**config.mk**
```make
export PLATFORM = sky130hd
export DESIGN_NAME = issue_scoreboard_flat
export DESIGN_NICKNAME = d
export VERILOG_FILES = /design/src/rtl/issue_scoreboard_if.sv /design/src/rtl/issue_scoreboard.sv /design/src/flat_wrapper.sv
export SDC_FILE = /design/constraint.sdc
export NUM_CORES = 1
export LEC_CHECK = 0
export ABC_AREA = 1
export CAP_MARGIN = 15
export CORE_UTILIZATION = 30
export DETAILED_ROUTE_END_ITERATION = 10
export PLACE_DENSITY = 0.5
export RECOVER_POWER = 100
export SYNTH_ARGS = -nofsm -noshare
export SYNTH_HDL_FRONTEND = slang
export SYNTH_SLANG_ARGS = --single-unit
```
**constraint.sdc**
```tcl
create_clock -name clk -period 3.9 [get_ports clk]
set_input_delay 0.78 -clock clk [delete_from_list [all_inputs] [get_ports clk]]
set_output_delay 0.78 -clock clk [all_outputs]
set_load 0.02 [all_outputs]
```
**src/rtl/issue_scoreboard_if.sv**
```systemverilog
// Decoder / execute / writeback handshake bundle for issue_scoreboard.
//   master : driven by the pipeline around the scoreboard (decoder, execute
//            handshake, writeback, redirect)
//   slave  : the scoreboard itself
// Signals:
//   dec_valid/dec_ready   decoder handshake
//   rs1/rs2/rd + enables  decoded register indices
//   is_long               instruction is a long-latency op (load)
//   issue_valid/ready     execute handshake
//   wb_valid/wb_rd        long-latency writeback completion
//   flush                 pipeline redirect
interface issue_scoreboard_if #(
  parameter int REG_WIDTH = 5
);
  logic                 dec_valid;
  logic                 dec_ready;
  logic [REG_WIDTH-1:0] rs1;
  logic [REG_WIDTH-1:0] rs2;
  logic                 rs1e;
  logic                 rs2e;
  logic [REG_WIDTH-1:0] rd;
  logic                 rde;
  logic                 is_long;
  logic                 issue_valid;
  logic                 issue_ready;
  logic                 wb_valid;
  logic [REG_WIDTH-1:0] wb_rd;
  logic                 flush;

  modport master (
    output dec_valid, rs1, rs2, rs1e, rs2e, rd, rde, is_long,
    output issue_ready, wb_valid, wb_rd, flush,
    input  dec_ready, issue_valid
  );

  modport slave (
    input  dec_valid, rs1, rs2, rs1e, rs2e, rd, rde, is_long,
    input  issue_ready, wb_valid, wb_rd, flush,
    output dec_ready, issue_valid
  );
endinterface

```
**src/rtl/issue_scoreboard.sv**
```systemverilog
// Issue-stage scoreboard between decoder and execute.
// Tracks destination registers of in-flight long-latency ops, stalls any
// decoded instruction that touches a pending register, sequences a drain
// after a redirect and counts stall cycles.
// Ports:
//   clk        single clock, rising edge
//   reset      synchronous, active-low
//   sb         handshake bundle (slave side)
//   pending    pending-write mask, bit 0 always 0
//   outst      number of long ops in flight
//   stall_cnt  saturating stall-cycle counter
//   wb_err     sticky: writeback hit a register that was not pending
module issue_scoreboard #(
  parameter  int REG_WIDTH = 5,
  parameter  int MAX_OUTST = 4,
  parameter  int CNT_WIDTH = 16,
  localparam int NREG      = 2**REG_WIDTH,
  localparam int OW        = $clog2(MAX_OUTST+1)
) (
  input  logic                 clk,
  input  logic                 reset,
  issue_scoreboard_if.slave    sb,
  output logic [NREG-1:0]      pending,
  output logic [OW-1:0]        outst,
  output logic [CNT_WIDTH-1:0] stall_cnt,
  output logic                 wb_err
);

  localparam logic [0:0] ST_RUN   = 1'b0;
  localparam logic [0:0] ST_DRAIN = 1'b1;

  logic [0:0]      state;
  logic [0:0]      state_d;
  logic [NREG-1:0] wb_mask;
  logic [NREG-1:0] eff_pend;
  logic [NREG-1:0] set_mask;
  logic [NREG-1:0] clr_mask;
  logic [NREG-1:0] pending_d;
  logic [OW-1:0]   outst_d;
  logic            full;
  logic            hazard;
  logic            run;
  logic            fire;
  logic            set_en;
  logic            clr_en;
  logic            stall_inc;

  // A writeback landing this cycle already frees its register for the
  // instruction being decoded (same-cycle bypass).
  always_comb begin
    wb_mask  = sb.wb_valid ? (NREG'(1) << sb.wb_rd) : '0;
    eff_pend = pending & ~wb_mask;
    full     = (outst == OW'(MAX_OUTST));
    hazard   = (sb.rs1e & eff_pend[sb.rs1])
             | (sb.rs2e & eff_pend[sb.rs2])
             | (sb.rde  & eff_pend[sb.rd])
             | (sb.is_long & sb.rde & (sb.rd != '0) & full);
  end

  // Flush suppresses issue in the same cycle it is raised.
  assign run            = (state == ST_RUN) & ~sb.flush;
  assign sb.issue_valid = run & sb.dec_valid & ~hazard;
  assign sb.dec_ready   = run & sb.issue_ready & ~hazard;

  // Clear is applied before set so a same-cycle set of the same register
  // wins while outst sees +1 -1.
  always_comb begin
    fire      = sb.dec_valid & sb.dec_ready;
    set_en    = fire & sb.is_long & sb.rde & (sb.rd != '0);
    clr_en    = sb.wb_valid & pending[sb.wb_rd];
    set_mask  = set_en ? (NREG'(1) << sb.rd) : '0;
    clr_mask  = clr_en ? wb_mask : '0;
    pending_d = (pending & ~clr_mask) | set_mask;
    pending_d[0] = 1'b0;
    outst_d   = outst + OW'(set_en) - OW'(clr_en);
    stall_inc = (state == ST_RUN) & sb.dec_valid & ~sb.dec_ready;
  end

  // DRAIN leaves one cycle after outst is observed at zero.
  always_comb begin
    state_d = state;
    if (sb.flush) begin
      state_d = ST_DRAIN;
    end else if ((state == ST_DRAIN) && (outst == '0)) begin
      state_d = ST_RUN;
    end
  end

  always_ff @(posedge clk) begin
    if (!reset) begin
      state     <= ST_RUN;
      pending   <= '0;
      outst     <= '0;
      stall_cnt <= '0;
      wb_err    <= 1'b0;
    end else begin
      state   <= state_d;
      pending <= pending_d;
      outst   <= outst_d;
      if (stall_inc && (stall_cnt != '1)) begin
        stall_cnt <= stall_cnt + CNT_WIDTH'(1);
      end
      if (sb.wb_valid && !clr_en) begin
        wb_err <= 1'b1;
      end
    end
  end

endmodule

```
**src/flat_wrapper.sv**
```systemverilog
// flat-port wrapper written by rule: the top's interface ports become plain ports
module issue_scoreboard_flat 
#(
  parameter  int REG_WIDTH = 5,
  parameter  int MAX_OUTST = 4,
  parameter  int CNT_WIDTH = 16,
  localparam int NREG      = 2**REG_WIDTH,
  localparam int OW        = $clog2(MAX_OUTST+1)
)
  (clk, reset, pending, outst, stall_cnt, wb_err, sb_dec_valid, sb_rs1, sb_rs2, sb_rs1e, sb_rs2e, sb_rd, sb_rde, sb_is_long, sb_issue_ready, sb_wb_valid, sb_wb_rd, sb_flush, sb_dec_ready, sb_issue_valid);
  issue_scoreboard_if #(.REG_WIDTH(REG_WIDTH)) sb_i ();
  input  logic clk;
  input  logic reset;
  output logic [NREG-1:0] pending;
  output logic [OW-1:0] outst;
  output logic [CNT_WIDTH-1:0] stall_cnt;
  output logic wb_err;
  input wire logic [$bits(sb_i.dec_valid)-1:0] sb_dec_valid;
  input wire logic [$bits(sb_i.rs1)-1:0] sb_rs1;
  input wire logic [$bits(sb_i.rs2)-1:0] sb_rs2;
  input wire logic [$bits(sb_i.rs1e)-1:0] sb_rs1e;
  input wire logic [$bits(sb_i.rs2e)-1:0] sb_rs2e;
  input wire logic [$bits(sb_i.rd)-1:0] sb_rd;
  input wire logic [$bits(sb_i.rde)-1:0] sb_rde;
  input wire logic [$bits(sb_i.is_long)-1:0] sb_is_long;
  input wire logic [$bits(sb_i.issue_ready)-1:0] sb_issue_ready;
  input wire logic [$bits(sb_i.wb_valid)-1:0] sb_wb_valid;
  input wire logic [$bits(sb_i.wb_rd)-1:0] sb_wb_rd;
  input wire logic [$bits(sb_i.flush)-1:0] sb_flush;
  output wire logic [$bits(sb_i.dec_ready)-1:0] sb_dec_ready;
  output wire logic [$bits(sb_i.issue_valid)-1:0] sb_issue_valid;
  assign sb_i.dec_valid = sb_dec_valid;
  assign sb_i.rs1 = sb_rs1;
  assign sb_i.rs2 = sb_rs2;
  assign sb_i.rs1e = sb_rs1e;
  assign sb_i.rs2e = sb_rs2e;
  assign sb_i.rd = sb_rd;
  assign sb_i.rde = sb_rde;
  assign sb_i.is_long = sb_is_long;
  assign sb_i.issue_ready = sb_issue_ready;
  assign sb_i.wb_valid = sb_wb_valid;
  assign sb_i.wb_rd = sb_wb_rd;
  assign sb_i.flush = sb_flush;
  assign sb_dec_ready = sb_i.dec_ready;
  assign sb_issue_valid = sb_i.issue_valid;
  issue_scoreboard #(.REG_WIDTH(REG_WIDTH), .MAX_OUTST(MAX_OUTST), .CNT_WIDTH(CNT_WIDTH)) u_core (.clk(clk), .reset(reset), .sb(sb_i), .pending(pending), .outst(outst), .stall_cnt(stall_cnt), .wb_err(wb_err));
endmodule
```
==> impl_summary.log, run 1 <==
[metrics] CTS sink cnt: 52
[metrics] layout cell share with drive strength beyond 1: 0.168
[metrics] min cycle time layout: roughly 3700 ps
[metrics] count of distinct cell types in the synthesized netlist: 34
[metrics] root buffer cell: sky130_fd_sc_hd__clkbuf_16
[metrics] number of buffers created by CTS: 5
[metrics] CP peak stage delay: 290 ps
[metrics] cell area after placement: approximately 5800 µm²
[metrics] count of maximum capacitance violations: 0
[metrics] cell types with the largest area share after synthesis: sky130_fd_sc_hd__dfxtp_1 (25%), sky130_fd_sc_hd__nand3_1 (20%), sky130_fd_sc_hd__nand2_1 (12%)
[metrics] DRT iter0 DRCs: between 400 and 500
[metrics] worst voltage drop across the vdd grid: around 0.17 mV
[metrics] CTS tree: built
[metrics] number of detailed-routing iterations run before antenna repair: 5
[metrics] synth cell count leaders: sky130_fd_sc_hd__nand3_1 (162), sky130_fd_sc_hd__nand2_1 (135), sky130_fd_sc_hd__nor2_1 (63)
[metrics] Antenna Cells: 0
[metrics] Ports: 84
[metrics] cell taking the most area after synthesis: sky130_fd_sc_hd__dfxtp_1
[metrics] Slew Limit Fails: 0
[metrics] proportion of netlist area held by the largest area contributor: 0.253
[metrics] cell area after technology mapping: around 4100 µm²
[metrics] maximum buffer depth of the clock tree: 2
[metrics] period utilisation layout: 0.949
[metrics] class of the most critical hold timing path: reg -> reg
[metrics] clock slew at reported path FFs: approximately 70 ps
[metrics] initial antenna violation count: 0
[metrics] H-tree lvl count: 2
[metrics] final non-filler cell area: around 6000 µm²
[metrics] maximum clock frequency: ~270 MHz
[metrics] Final Skew: roughly 10 ps
[metrics] number of global-route vias before repair: 5,378
[metrics] syn_nets: a little over 700
[metrics] total DRC errors in the routed layout: 0
[metrics] clock latency of the later-clocked register in the worst-skew pair: 300 ps
[metrics] Data required, critical path: roughly 3100 ps
[metrics] hold violation total from the final report: 0
[metrics] Seq/Total Area, Yosys: 0.253
[metrics] # placed instances: slightly below 1,000
[metrics] Routability Congestion: about 0.92
[metrics] post-detailed-route via-to-cell ratio: about 5.5
[metrics] Total Routing Usage GR: 0.267
[metrics] cell area power density: 226 nW/µm²
[metrics] share of flip-flops with an asynchronous set or reset: 0
[metrics] post-synthesis register bit count: 52
[metrics] signed area change from the synthesized netlist to the final layout: 45.5%
[metrics] count of yosys warnings during synthesis: 0
[metrics] post-route insts no fill: around 1,000
[metrics] Crit Path Class: in -> out
[metrics] Final Setup Violations: 0
[metrics] setup tns final: 0 ps
[metrics] HPWL after DPL: around 15,000 µm
[metrics] wire length after detailed routing: around 19,000 µm
[metrics] die boundary height: 119 µm
[metrics] crit-path max FO: 5
[metrics] starting utilization of the core area: 0.309
[metrics] number of placement rows: 42
[metrics] headroom to the max-slew limit: 0.379
[metrics] unrepaired setup endpoints after global routing: false
[metrics] kind of launch point of the worst setup path: input pin
[metrics] total via count after detailed routing: 5,529
[metrics] die area: 14,200 µm²
[metrics] synthesized area per cell: slightly above 6 µm²
[metrics] ordered cell list for the critical path: dlygate4sd2_1 -> inv_2 -> nand3_1 -> nor2_1 -> nand2_2 -> nand3_1 -> nand3_1 -> nand3_1 -> nand3_1 -> nand3_1 -> nand2_2 -> a21oi_4 -> nand4_4 -> inv_1 -> clkdlybuf4s15_2
[metrics] critical path arrival: 2920 ps
[metrics] transition time at the pin with the least slew margin: a little over 900 ps
[metrics] most frequent CP cell: sky130_fd_sc_hd__nand3_1
[metrics] most common cell in the synthesized netlist: sky130_fd_sc_hd__nand3_1
[metrics] filler cell count: approximately 1,400
[metrics] GRT Residual Overflow: 0
[metrics] run status: completed
[metrics] net count reported at finish: 860
[metrics] antenna-violating nets left: 0
[metrics] Post-synth EDFFs: 0
[metrics] Top FF cell, synth: sky130_fd_sc_hd__dfxtp_1
[metrics] post-synthesis instance total: ~680
[metrics] count of input and output buffers: just over 80
[metrics] global-route wire length before repair: 29,500 µm
[metrics] Slowest-stage cell, CP: sky130_fd_sc_hd__dlygate4sd2_1
[metrics] critical path capture point type: output pin
[metrics] Core Footprint: 13,300 µm²
[metrics] floorplan die width: 119 µm
[metrics] Hold-fix buffers, CTS: 0
[metrics] detail-routed net length per standard cell: ~19 µm
[metrics] largest net degree at the start of global routing: 48
[metrics] static leakage: ~2.4 nW
==> registers in the layout, indices dropped and copies added, names as in the netlist <==
name,flops
u_core.pending,31
u_core.state,1
u_core.stall_cnt,16
u_core.outst,3
u_core.wb_err,1
==> power by group <==
part           switching [mW]  leakage [nW]  internal [mW]  total (mW)
logic                   0.219          1.93          0.138       0.357
registers             0.00892         0.420          0.539       0.548
clock network           0.209        0.0671          0.240       0.449
total                   0.436          2.42          0.917        1.35
==> per-layer routing <==
metal / vias up / GRT usage / routed length, µm
met5: - / 0 / 0
li1: 2649 / - / -
met2: 255 / 0.441 / 8620
met4: 0 / 0.0799 / 402
met3: 32 / 0.0302 / 1290
met1: 2593 / 0.362 / 8280
==> final timing paths <==
check               startpoint              end  slack, ps  cells after the start
max reg2reg  u_core.pending[6]  u_core.outst[2]       1050                     15
max                sb_wb_rd[0]     sb_dec_ready        200                     15
min reg2reg      u_core.wb_err    u_core.wb_err        490                      2
min              u_core.wb_err    u_core.wb_err        490                      2
==> kinds of logic (layout without fill, tap and decap cells) <==
group / after synthesis / in the layout / synth area share
and+or+nand+nor: 430 / 430 / 0.489
buffers and inverters: 93 / 242 / 0.0953
AOI/OAI and AO/OA: 83 / 83 / 0.116
DFF: 52 / 52 / 0.253
xor gates and xnor gates: 15 / 15 / 0.0320
adders and majority gates: 4 / 4 / 0.0140
other: 1 / 1 / 0.000912
==> layout by cell type (no fill, tap or decap), types with 2 or more instances in the layout <==
cell,n
sky130_fd_sc_hd__xnor2_1,4
sky130_fd_sc_hd__dlygate4sd3_1,52
sky130_fd_sc_hd__nand3_1,160
sky130_fd_sc_hd__nand3b_1,2
sky130_fd_sc_hd__clkinv_1,3
sky130_fd_sc_hd__xor2_1,11
sky130_fd_sc_hd__nand4_1,49
sky130_fd_sc_hd__inv_1,47
sky130_fd_sc_hd__o21ai_0,7
sky130_fd_sc_hd__buf_4,89
sky130_fd_sc_hd__clkbuf_2,3
sky130_fd_sc_hd__dfxtp_1,52
sky130_fd_sc_hd__inv_2,3
sky130_fd_sc_hd__nand2_2,8
sky130_fd_sc_hd__o211ai_1,10
sky130_fd_sc_hd__dlygate4sd2_1,3
sky130_fd_sc_hd__clkbuf_16,5
sky130_fd_sc_hd__ha_1,3
sky130_fd_sc_hd__clkdlybuf4s50_1,22
sky130_fd_sc_hd__a22oi_1,5
sky130_fd_sc_hd__nor2_4,4
sky130_fd_sc_hd__nand3_2,3
sky130_fd_sc_hd__buf_12,4
sky130_fd_sc_hd__clkbuf_1,2
sky130_fd_sc_hd__o311ai_0,2
sky130_fd_sc_hd__nor2_1,58
sky130_fd_sc_hd__nor2_2,6
sky130_fd_sc_hd__nand2_1,127
sky130_fd_sc_hd__nor3_1,5
sky130_fd_sc_hd__nor4_1,4
sky130_fd_sc_hd__a21oi_1,54
==> per-stage QoR <==
step           total power [mW]   util  hold WS [ps]  setup WS [ps]
2_1_floorplan             0.749      -           545            421
3_3_place_gp              0.918  0.433           477           -617
3_5_place_dp              0.917  0.433           481           -587
4_1_cts                    1.37  0.447           498           13.7
5_1_grt                    1.42  0.450           528           15.7
6_report                   1.35  0.450           487            199
==> area by class of cell <==
| type | count | area [µm²] | share of cell area |
|---|---|---|---|
| Sequential cell | 52 | 1040 | 0.174 |
| Clock inverter | 2 | 16.3 | 0.00272 |
| Tap cell | 176 | 220 | 0.0368 |
| Timing Repair Buffer | 181 | 1610 | 0.269 |
| Inverter | 53 | 199 | 0.0333 |
| Clock buffer | 6 | 129 | 0.0215 |
| Multi-Input combinational cell | 533 | 2770 | 0.463 |
==> critical path, delay by kind of cell <==
family                 cells  cell delay [ps]
AOI/OAI and AO/OA          1              160
and+or+nand+nor           10             1230
buffers and inverters      4              750
==> what timing repair did <==
action                                  CTS  global route
setup buffers                             0             1
pin swaps                                 3             3
resized for setup                        23            17
endpoints found under the setup margin    3             4
Note: power is estimated with default switching activity, not from simulation.
==> inputs of run 2 (changes only) <==
--- a/config.mk
+++ b/config.mk
@@ -6,8 +6,9 @@
 export NUM_CORES = 1
 export LEC_CHECK = 0
 export ABC_AREA = 1
-export CAP_MARGIN = 15
+export CAP_MARGIN = 0
 export CORE_UTILIZATION = 30
+export CTS_BUF_LIST = sky130_fd_sc_hd__clkbuf_2 sky130_fd_sc_hd__clkbuf_4 sky130_fd_sc_hd__clkbuf_8
 export DETAILED_ROUTE_END_ITERATION = 10
 export PLACE_DENSITY = 0.5
 export RECOVER_POWER = 100
==> run 2 against run 1 <==
Sequential power barely moved. Maximum frequency fell by 0.34%. Setup slack got worse by 13 ps. Design area fell by 1.1%. Clock-buffer cell count did not move. Register-to-register slack got worse by 160 ps. Combinational power barely moved. Critical path depth did not move. Power fell by 8.2%. Sequential share of layout area rose by 0.20 points. Clock power fell by 25%. Via count fell by 1.0%. Critical endpoint is now sb_issue_valid.
==> impl_summary.log, run 2 (synthesis gave the netlist of run 1 again) <==
[metrics] run status: completed
[metrics] Slew Limit Fails: 0 (unchanged)
[metrics] floorplan die width: 119 µm (unchanged)
[metrics] headroom to the max-slew limit: 0.228 (-0.150)
[metrics] depth of the worst hold-timing path: 2 (unchanged)
[metrics] DRT iter0 DRCs: 509 (+19%)
[metrics] Data required, critical path: 3120 ps (about the same)
[metrics] H-tree lvl count: 2 (unchanged)
[metrics] period utilisation layout: 0.952 (+0.00321)
[metrics] count of input and output buffers: 82 (unchanged)
[metrics] number of setup buffers added after CTS: 0 (unchanged)
[metrics] critical path capture point type: output pin
[metrics] CTS sink cnt: 52 (unchanged)
[metrics] CP peak stage delay: 290 ps (about the same)
[metrics] sequential share of power: 0.441 (+0.036)
[metrics] min cycle time layout: 3710 ps (+12.5 ps)
[metrics] share of total power in combinational logic: 0.289 (+0.025)
[metrics] post-route insts no fill: 1,001 (-0.20%)
[metrics] signed area change from the synthesized netlist to the final layout: 43.9%
[metrics] total DRC errors in the routed layout: 0 (unchanged)
[metrics] global-route wire length before repair: 29,500 µm (+0.26%)
[metrics] maximum clock frequency: 269 MHz (-0.34%)
[metrics] # placed instances: 993 (unchanged)
[metrics] HPWL after DPL: 14,700 µm (unchanged)
[metrics] Most flops, register: u_core.pending
[metrics] crit-path max FO: 6 (+1)
[metrics] Ports: 84 (unchanged)
[metrics] Slowest-stage cell, CP: sky130_fd_sc_hd__dlygate4sd2_1
[metrics] layout cell share with drive strength beyond 1: 0.162 (-0.00565)
[metrics] setup tns final: 0 ps (unchanged)
[metrics] clock slew at reported path FFs: 90 ps (+20 ps)
[metrics] ordered cell list for the critical path: dlygate4sd2_1 -> buf_4 -> nor2_2 -> buf_4 -> nand4_1 -> nand2_2 -> o211ai_1 -> nand3_1 -> nand2_1 -> nand3b_1 -> nand2_1 -> nand2_2 -> inv_1 -> nor4_2 -> buf_2
[metrics] total via count after detailed routing: 5,472 (-1.0%)
[metrics] Final Setup Violations: 0 (unchanged)
[metrics] switching fraction of total power: 0.343 (+0.0211)
[metrics] Antenna Cells: 0 (unchanged)
[metrics] count of maximum capacitance violations: 0 (unchanged)
[metrics] detail-routed net length per standard cell: 18.5 µm (about the same)
[metrics] critical path arrival: 2930 ps (about the same)
[metrics] static leakage: 2.38 nW (-1.3%)
[metrics] Crit Path Class: in -> out
[metrics] switching power: 0.427 mW (-2.1%)
[metrics] Total Routing Usage GR: 0.268 (+0.00153)
[metrics] count of cells along the worst register-to-register path: 13 (-2)
[metrics] post-detailed-route via-to-cell ratio: 5.47 (-0.83%)
[metrics] transition time at the pin with the least slew margin: 1160 ps (+224 ps)
[metrics] Cell Int Power: 0.816 mW (-11%)
[metrics] die area: 14,200 µm² (unchanged)
[metrics] commonest non-fill, non-tap cell in the layout: sky130_fd_sc_hd__nand3_1
[metrics] largest registers: u_core.pending (31), u_core.stall_cnt (16), u_core.outst (3)
[metrics] leading cell types in the layout, fill and taps excluded: sky130_fd_sc_hd__nand3_1 (160), sky130_fd_sc_hd__nand2_1 (128), sky130_fd_sc_hd__buf_4 (87), sky130_fd_sc_hd__nor2_1 (59), sky130_fd_sc_hd__a21oi_1 (54)
[metrics] max FFs per register: 31 (unchanged)
[metrics] die boundary height: 119 µm (unchanged)
[metrics] initial antenna violation count: 0 (unchanged)
[metrics] Crit. path cell count: 15 (unchanged)
[metrics] kind of launch point of the worst setup path: input pin
[metrics] antenna-violating nets left: 0 (unchanged)
[metrics] worst voltage drop across the vdd grid: 0.138 mV (-16%)
[metrics] kind of cell adding the most delay to the critical path: simple AND/OR/NAND/NOR gates
[metrics] CTS tree: built
[metrics] Routability Congestion: 0.921 (unchanged)
[metrics] Core Footprint: 13,300 µm² (unchanged)
[metrics] unrepaired setup endpoints after global routing: false
[metrics] largest net degree at the start of global routing: 48 (unchanged)
[metrics] number of buffers created by CTS: 5 (unchanged)
[metrics] Final Skew: 11.3 ps (+1.52 ps)
[metrics] wire length after detailed routing: 18,600 µm (-0.17%)
[metrics] Setup WS post-layout: 187 ps (-12.5 ps)
[metrics] cell area power density: 210 nW/µm² (-7.1%)
[metrics] filler cell count: 1,432 (+0.28%)
[metrics] class of the most critical hold timing path: reg -> reg
[metrics] hold violation total from the final report: 0 (unchanged)
[metrics] number of detailed-routing iterations run before antenna repair: 5 (unchanged)
[metrics] clock latency of the later-clocked register in the worst-skew pair: 330 ps (+30 ps)
[metrics] Bufs and invs on worst path: 5 (+1)
[metrics] worst setup slack after placement: -587 ps (unchanged)
[metrics] starting utilization of the core area: 0.309 (unchanged)
[metrics] fraction of power consumed by the clock network: 0.270 (-0.061)
[metrics] number of global-route vias before repair: 5,353 (-0.46%)
[metrics] Hold-fix buffers, CTS: 0 (unchanged)
[metrics] net count reported at finish: 858 (-0.23%)
[metrics] number of placement rows: 42 (unchanged)
[metrics] root buffer cell: sky130_fd_sc_hd__clkbuf_8
[metrics] GRT Residual Overflow: 0 (unchanged)
[metrics] maximum buffer depth of the clock tree: 2 (unchanged)
[run 2: worst paths after layout]
check	from	to	slack, ps
worst min-delay path	u_core.wb_err	u_core.wb_err	490
worst min register to register	u_core.wb_err	u_core.wb_err	490
worst max register to register	u_core.pending[1]	u_core.stall_cnt[1]	890
worst max-delay path	sb_wb_rd[0]	sb_issue_valid	190
[run 2: power groups by stage]
stage,registers [mW],logic [mW],clock network [mW]
after CTS,0.549,0.359,0.351
after global routing,0.550,0.392,0.373
after global placement,0.560,0.358,0
after floorplan,0.568,0.181,0
final,0.548,0.360,0.335
after detailed placement,0.561,0.357,0
[run 2: layer usage]
metal / wire length (µm) / track usage / up-vias
met5: 0 / 0 / -
met4: 457 / 0.0831 / 0
met3: 1240 / 0.0297 / 38
met2: 8620 / 0.444 / 233
met1: 8250 / 0.363 / 2564
li1: - / - / 2637
[run 2: timing repair]
| action | CTS | global route |
|---|---|---|
| endpoints found under the setup margin | 3 | 3 |
| pin swaps | 3 | 3 |
| gates resized for setup | 23 | 13 |
| endpoints found under the hold margin | 0 | 0 |
[run 2: worst min-delay path, cell delays in order, from the launching register on]
cell                      delay, ps
sky130_fd_sc_hd__dfxtp_1        350
sky130_fd_sc_hd__a21oi_1         50
sky130_fd_sc_hd__nor2_1          70
[run 2: final cells by class]
cell class	instances	area [µm²]	share of cell area
Timing Repair Buffer	179	1600	0.271
Multi-Input combinational cell	533	2760	0.467
Tap cell	176	220	0.0372
Clock buffer	6	76.3	0.0129
Clock inverter	2	16.3	0.00275
Inverter	53	199	0.0336
Sequential cell	52	1040	0.176
[run 2: stage by stage]
stage	total power [mW]	utilization	hold WS, ps	area, µm²
after global routing	1.31	0.445	536	5910
after global placement	0.918	0.433	477	5760
final	1.24	0.445	494	5910
after detailed placement	0.917	0.433	481	5760
after floorplan	0.749	-	545	4110
after CTS	1.26	0.443	505	5880
==> inputs of run 3 (changes only) <==
--- a/config.mk
+++ b/config.mk
@@ -10,7 +10,6 @@
 export CORE_UTILIZATION = 30
 export CTS_BUF_LIST = sky130_fd_sc_hd__clkbuf_2 sky130_fd_sc_hd__clkbuf_4 sky130_fd_sc_hd__clkbuf_8
 export DETAILED_ROUTE_END_ITERATION = 10
-export PLACE_DENSITY = 0.5
 export RECOVER_POWER = 100
 export SYNTH_ARGS = -nofsm -noshare
 export SYNTH_HDL_FRONTEND = slang
==> run 3 against run 2 <==
Wire length down 8.2%. Clock-buffer cell count is 1 lower. First-iteration DRC count increased by 23%. Critical path depth is 1 higher. Flip-flop and latch count did not move. Hold slack improved by 4.6 ps. Utilization down 0.085 points. Combinational power barely moved. Via count grew 0.99%. Setup slack got worse by 66 ps. Critical path type unchanged. Highest routed layer unchanged.
==> impl_summary.log, run 3 (synthesis gave the netlist of run 1 again) <==
[metrics] Setup WS post-layout: 120 ps (-66.3 ps)
[metrics] kind of launch point of the worst setup path: input pin
[metrics] floorplan die width: 119 µm (unchanged)
[metrics] capturing instance or port of the critical path: sb_issue_valid
[metrics] cell area power density: 221 nW/µm² (+5.0%)
[metrics] unrepaired setup endpoints after global routing: false
[metrics] static leakage: 2.41 nW (+0.94%)
[metrics] period utilisation layout: 0.969 (+0.0170)
[metrics] first element of the critical path: sb_wb_valid
[metrics] Final Setup Violations: 0 (unchanged)
[metrics] Antenna Cells: 0 (unchanged)
[metrics] layout cell share with drive strength beyond 1: 0.164 (+0.00203)
[metrics] Most flops, register: u_core.pending
[metrics] leading cell types in the layout, fill and taps excluded: sky130_fd_sc_hd__nand3_1 (159), sky130_fd_sc_hd__nand2_1 (132), sky130_fd_sc_hd__buf_4 (90), sky130_fd_sc_hd__nor2_1 (58), sky130_fd_sc_hd__a21oi_1 (55)
[metrics] H-tree lvl count: 2 (unchanged)
[metrics] max FFs per register: 31 (unchanged)
[metrics] headroom to the max-slew limit: 0.618 (+0.390)
[metrics] maximum buffer depth of the clock tree: 2 (unchanged)
[metrics] switching power: 0.429 mW (+0.42%)
[metrics] die area: 14,200 µm² (unchanged)
[metrics] global-route wire length before repair: 27,300 µm (-7.6%)
[metrics] switching fraction of total power: 0.329 (-0.0143)
[metrics] Ports: 84 (unchanged)
[metrics] run status: completed
[metrics] Routability Congestion: 0.949 (+3.1%)
[metrics] root buffer cell: sky130_fd_sc_hd__clkbuf_8
[metrics] maximum clock frequency: 265 MHz (-1.8%)
[metrics] startpoint of the tightest hold check path: u_core.wb_err
[metrics] GRT Residual Overflow: 0 (unchanged)
[metrics] HPWL after DPL: 13,500 µm (-8.4%)
[metrics] clock slew at reported path FFs: 100 ps (about the same)
[metrics] largest registers: u_core.pending (31), u_core.stall_cnt (16), u_core.outst (3)
[metrics] die boundary height: 119 µm (unchanged)
[metrics] critical path arrival: 3000 ps (+70 ps)
[metrics] Core Footprint: 13,300 µm² (unchanged)
[metrics] clock latency of the later-clocked register in the worst-skew pair: 330 ps (about the same)
[metrics] Total Routing Usage GR: 0.240 (-0.0280)
[metrics] reg2reg start: u_core.pending[6]
[metrics] net count reported at finish: 860 (+0.23%)
[metrics] starting utilization of the core area: 0.309 (unchanged)
[metrics] Crit Path Class: in -> out
[metrics] worst voltage drop across the vdd grid: 0.150 mV (+8.4%)
[metrics] fraction of power consumed by the clock network: 0.305 (+0.035)
[metrics] number of placement rows: 42 (unchanged)
[metrics] DRT iter0 DRCs: 628 (+23%)
[metrics] crit-path max FO: 5 (-1)
[metrics] Cell Int Power: 0.874 mW (+7.1%)
[metrics] detail-routed net length per standard cell: 17.0 µm (-8.4%)
[metrics] commonest non-fill, non-tap cell in the layout: sky130_fd_sc_hd__nand3_1
[metrics] cell area after placement: 5760 µm² (about the same)
[metrics] CTS tree: built
[metrics] wire length after detailed routing: 17,000 µm (-8.2%)
[metrics] class of the most critical hold timing path: reg -> reg
[metrics] count of maximum capacitance violations: 0 (unchanged)
[metrics] number of global-route vias before repair: 5,432 (+1.5%)
[metrics] count of input and output buffers: 82 (unchanged)
[metrics] worst-case register-to-register setup slack: 920 ps (+30 ps)
[metrics] Slew Limit Fails: 0 (unchanged)
[metrics] final non-filler cell area: 5900 µm² (-0.19%)
[metrics] initial antenna violation count: 0 (unchanged)
[metrics] total via count after detailed routing: 5,526 (+0.99%)
[metrics] count of cells along the worst register-to-register path: 16 (+3)
[metrics] number of buffers created by CTS: 5 (unchanged)
[metrics] signed area change from the synthesized netlist to the final layout: 43.6%
[metrics] sequential share of power: 0.421 (-0.020)
[metrics] antenna-violating nets left: 0 (unchanged)
[metrics] share of total power in combinational logic: 0.274 (-0.015)
[metrics] Final Skew: 12.6 ps (+1.30 ps)
[metrics] Data required, critical path: 3120 ps (about the same)
[metrics] total DRC errors in the routed layout: 0 (unchanged)
[metrics] transition time at the pin with the least slew margin: 573 ps (-584 ps)
[metrics] reg-to-reg endpoint: u_core.outst[2]
[metrics] Util after Layout: 0.444 (-0.000847)
[metrics] hold violation total from the final report: 0 (unchanged)
[metrics] post-detailed-route via-to-cell ratio: 5.51 (+0.79%)
[metrics] min cycle time layout: 3780 ps (+66.3 ps)
[metrics] CTS sink cnt: 52 (unchanged)
[metrics] number of detailed-routing iterations run before antenna repair: 6 (+1)
[metrics] worst setup slack after placement: -545 ps (+41.8 ps)
[metrics] critical path capture point type: output pin
[metrics] number of setup buffers added after CTS: 0 (unchanged)
[metrics] largest net degree at the start of global routing: 50 (+4.2%)
## run 3: worst min path at each step
stage / end / slack, ps / depth (start not counted)
after floorplan: u_core.outst[2] / 540 / 1
after global placement: u_core.outst[2] / 480 / 1
after detailed placement: u_core.outst[2] / 490 / 1
after CTS: u_core.stall_cnt[8] / 510 / 2
after global routing: u_core.stall_cnt[8] / 520 / 2
final: u_core.wb_err / 500 / 2
## run 3: critical path: stages
cell and delay, ps:
sky130_fd_sc_hd__dlygate4sd2_1 300, sky130_fd_sc_hd__buf_4 160, sky130_fd_sc_hd__inv_1 50, sky130_fd_sc_hd__nor2_2 130, sky130_fd_sc_hd__buf_2 190, sky130_fd_sc_hd__nand3_1 120, sky130_fd_sc_hd__nand2_1 170, sky130_fd_sc_hd__o211ai_1 100
sky130_fd_sc_hd__nand3_1 90, sky130_fd_sc_hd__nand3_1 80, sky130_fd_sc_hd__nand3b_1 100, sky130_fd_sc_hd__nand2_1 100, sky130_fd_sc_hd__nand2_1 90, sky130_fd_sc_hd__inv_1 60, sky130_fd_sc_hd__nor4_2 250, sky130_fd_sc_hd__clkbuf_2 220
## run 3: metrics by stage
| stage | TNS [ps] | power [mW] | hold WS (ps) | cells |
|---|---|---|---|---|
| final | 0 | 1.30 | 498 | 1003 |
| after global placement | -1670 | 0.923 | 478 | 994 |
| after floorplan | 0 | 0.749 | 545 | 678 |
| after CTS | 0 | 1.32 | 511 | 1002 |
| after detailed placement | -1670 | 0.921 | 488 | 994 |
| after global routing | 0 | 1.37 | 525 | 1003 |
## run 3: area by class of cell
| cell class | count | area (µm²) |
|---|---|---|
| Clock inverter | 3 | 46.3 |
| Multi-Input combinational cell | 533 | 2740 |
| Sequential cell | 52 | 1040 |
| Tap cell | 176 | 220 |
| Timing Repair Buffer | 181 | 1590 |
| Clock buffer | 5 | 68.8 |
| Fill cell | 1420 | 7390 |
| Inverter | 53 | 200 |
## run 3: per-layer routing
metal	GRT usage	routed length, µm	up-vias
met5	0	0	-
met1	0.303	7160	2547
met3	0.0369	1230	48
met4	0.119	703	0
met2	0.397	7950	291
li1	-	-	2640
## run 3: repair_timing
| item | 4_1_cts | 5_1_grt |
|---|---|---|
| gates cloned | 0 | 1 |
| setup endpoints to repair | 3 | 3 |
| hold buffers | 0 | 0 |
| resized for setup | 21 | 17 |
| pin swaps | 1 | 3 |
| endpoints found under the hold margin | 0 | 0 |
## run 3: power groups by stage
stage	Sequential (mW)	Clock (mW)	Combinational, mW
final	0.548	0.397	0.357
after global routing	0.550	0.435	0.385
after CTS	0.549	0.409	0.362
after detailed placement	0.561	0	0.360
after global placement	0.560	0	0.363
after floorplan	0.568	0	0.181
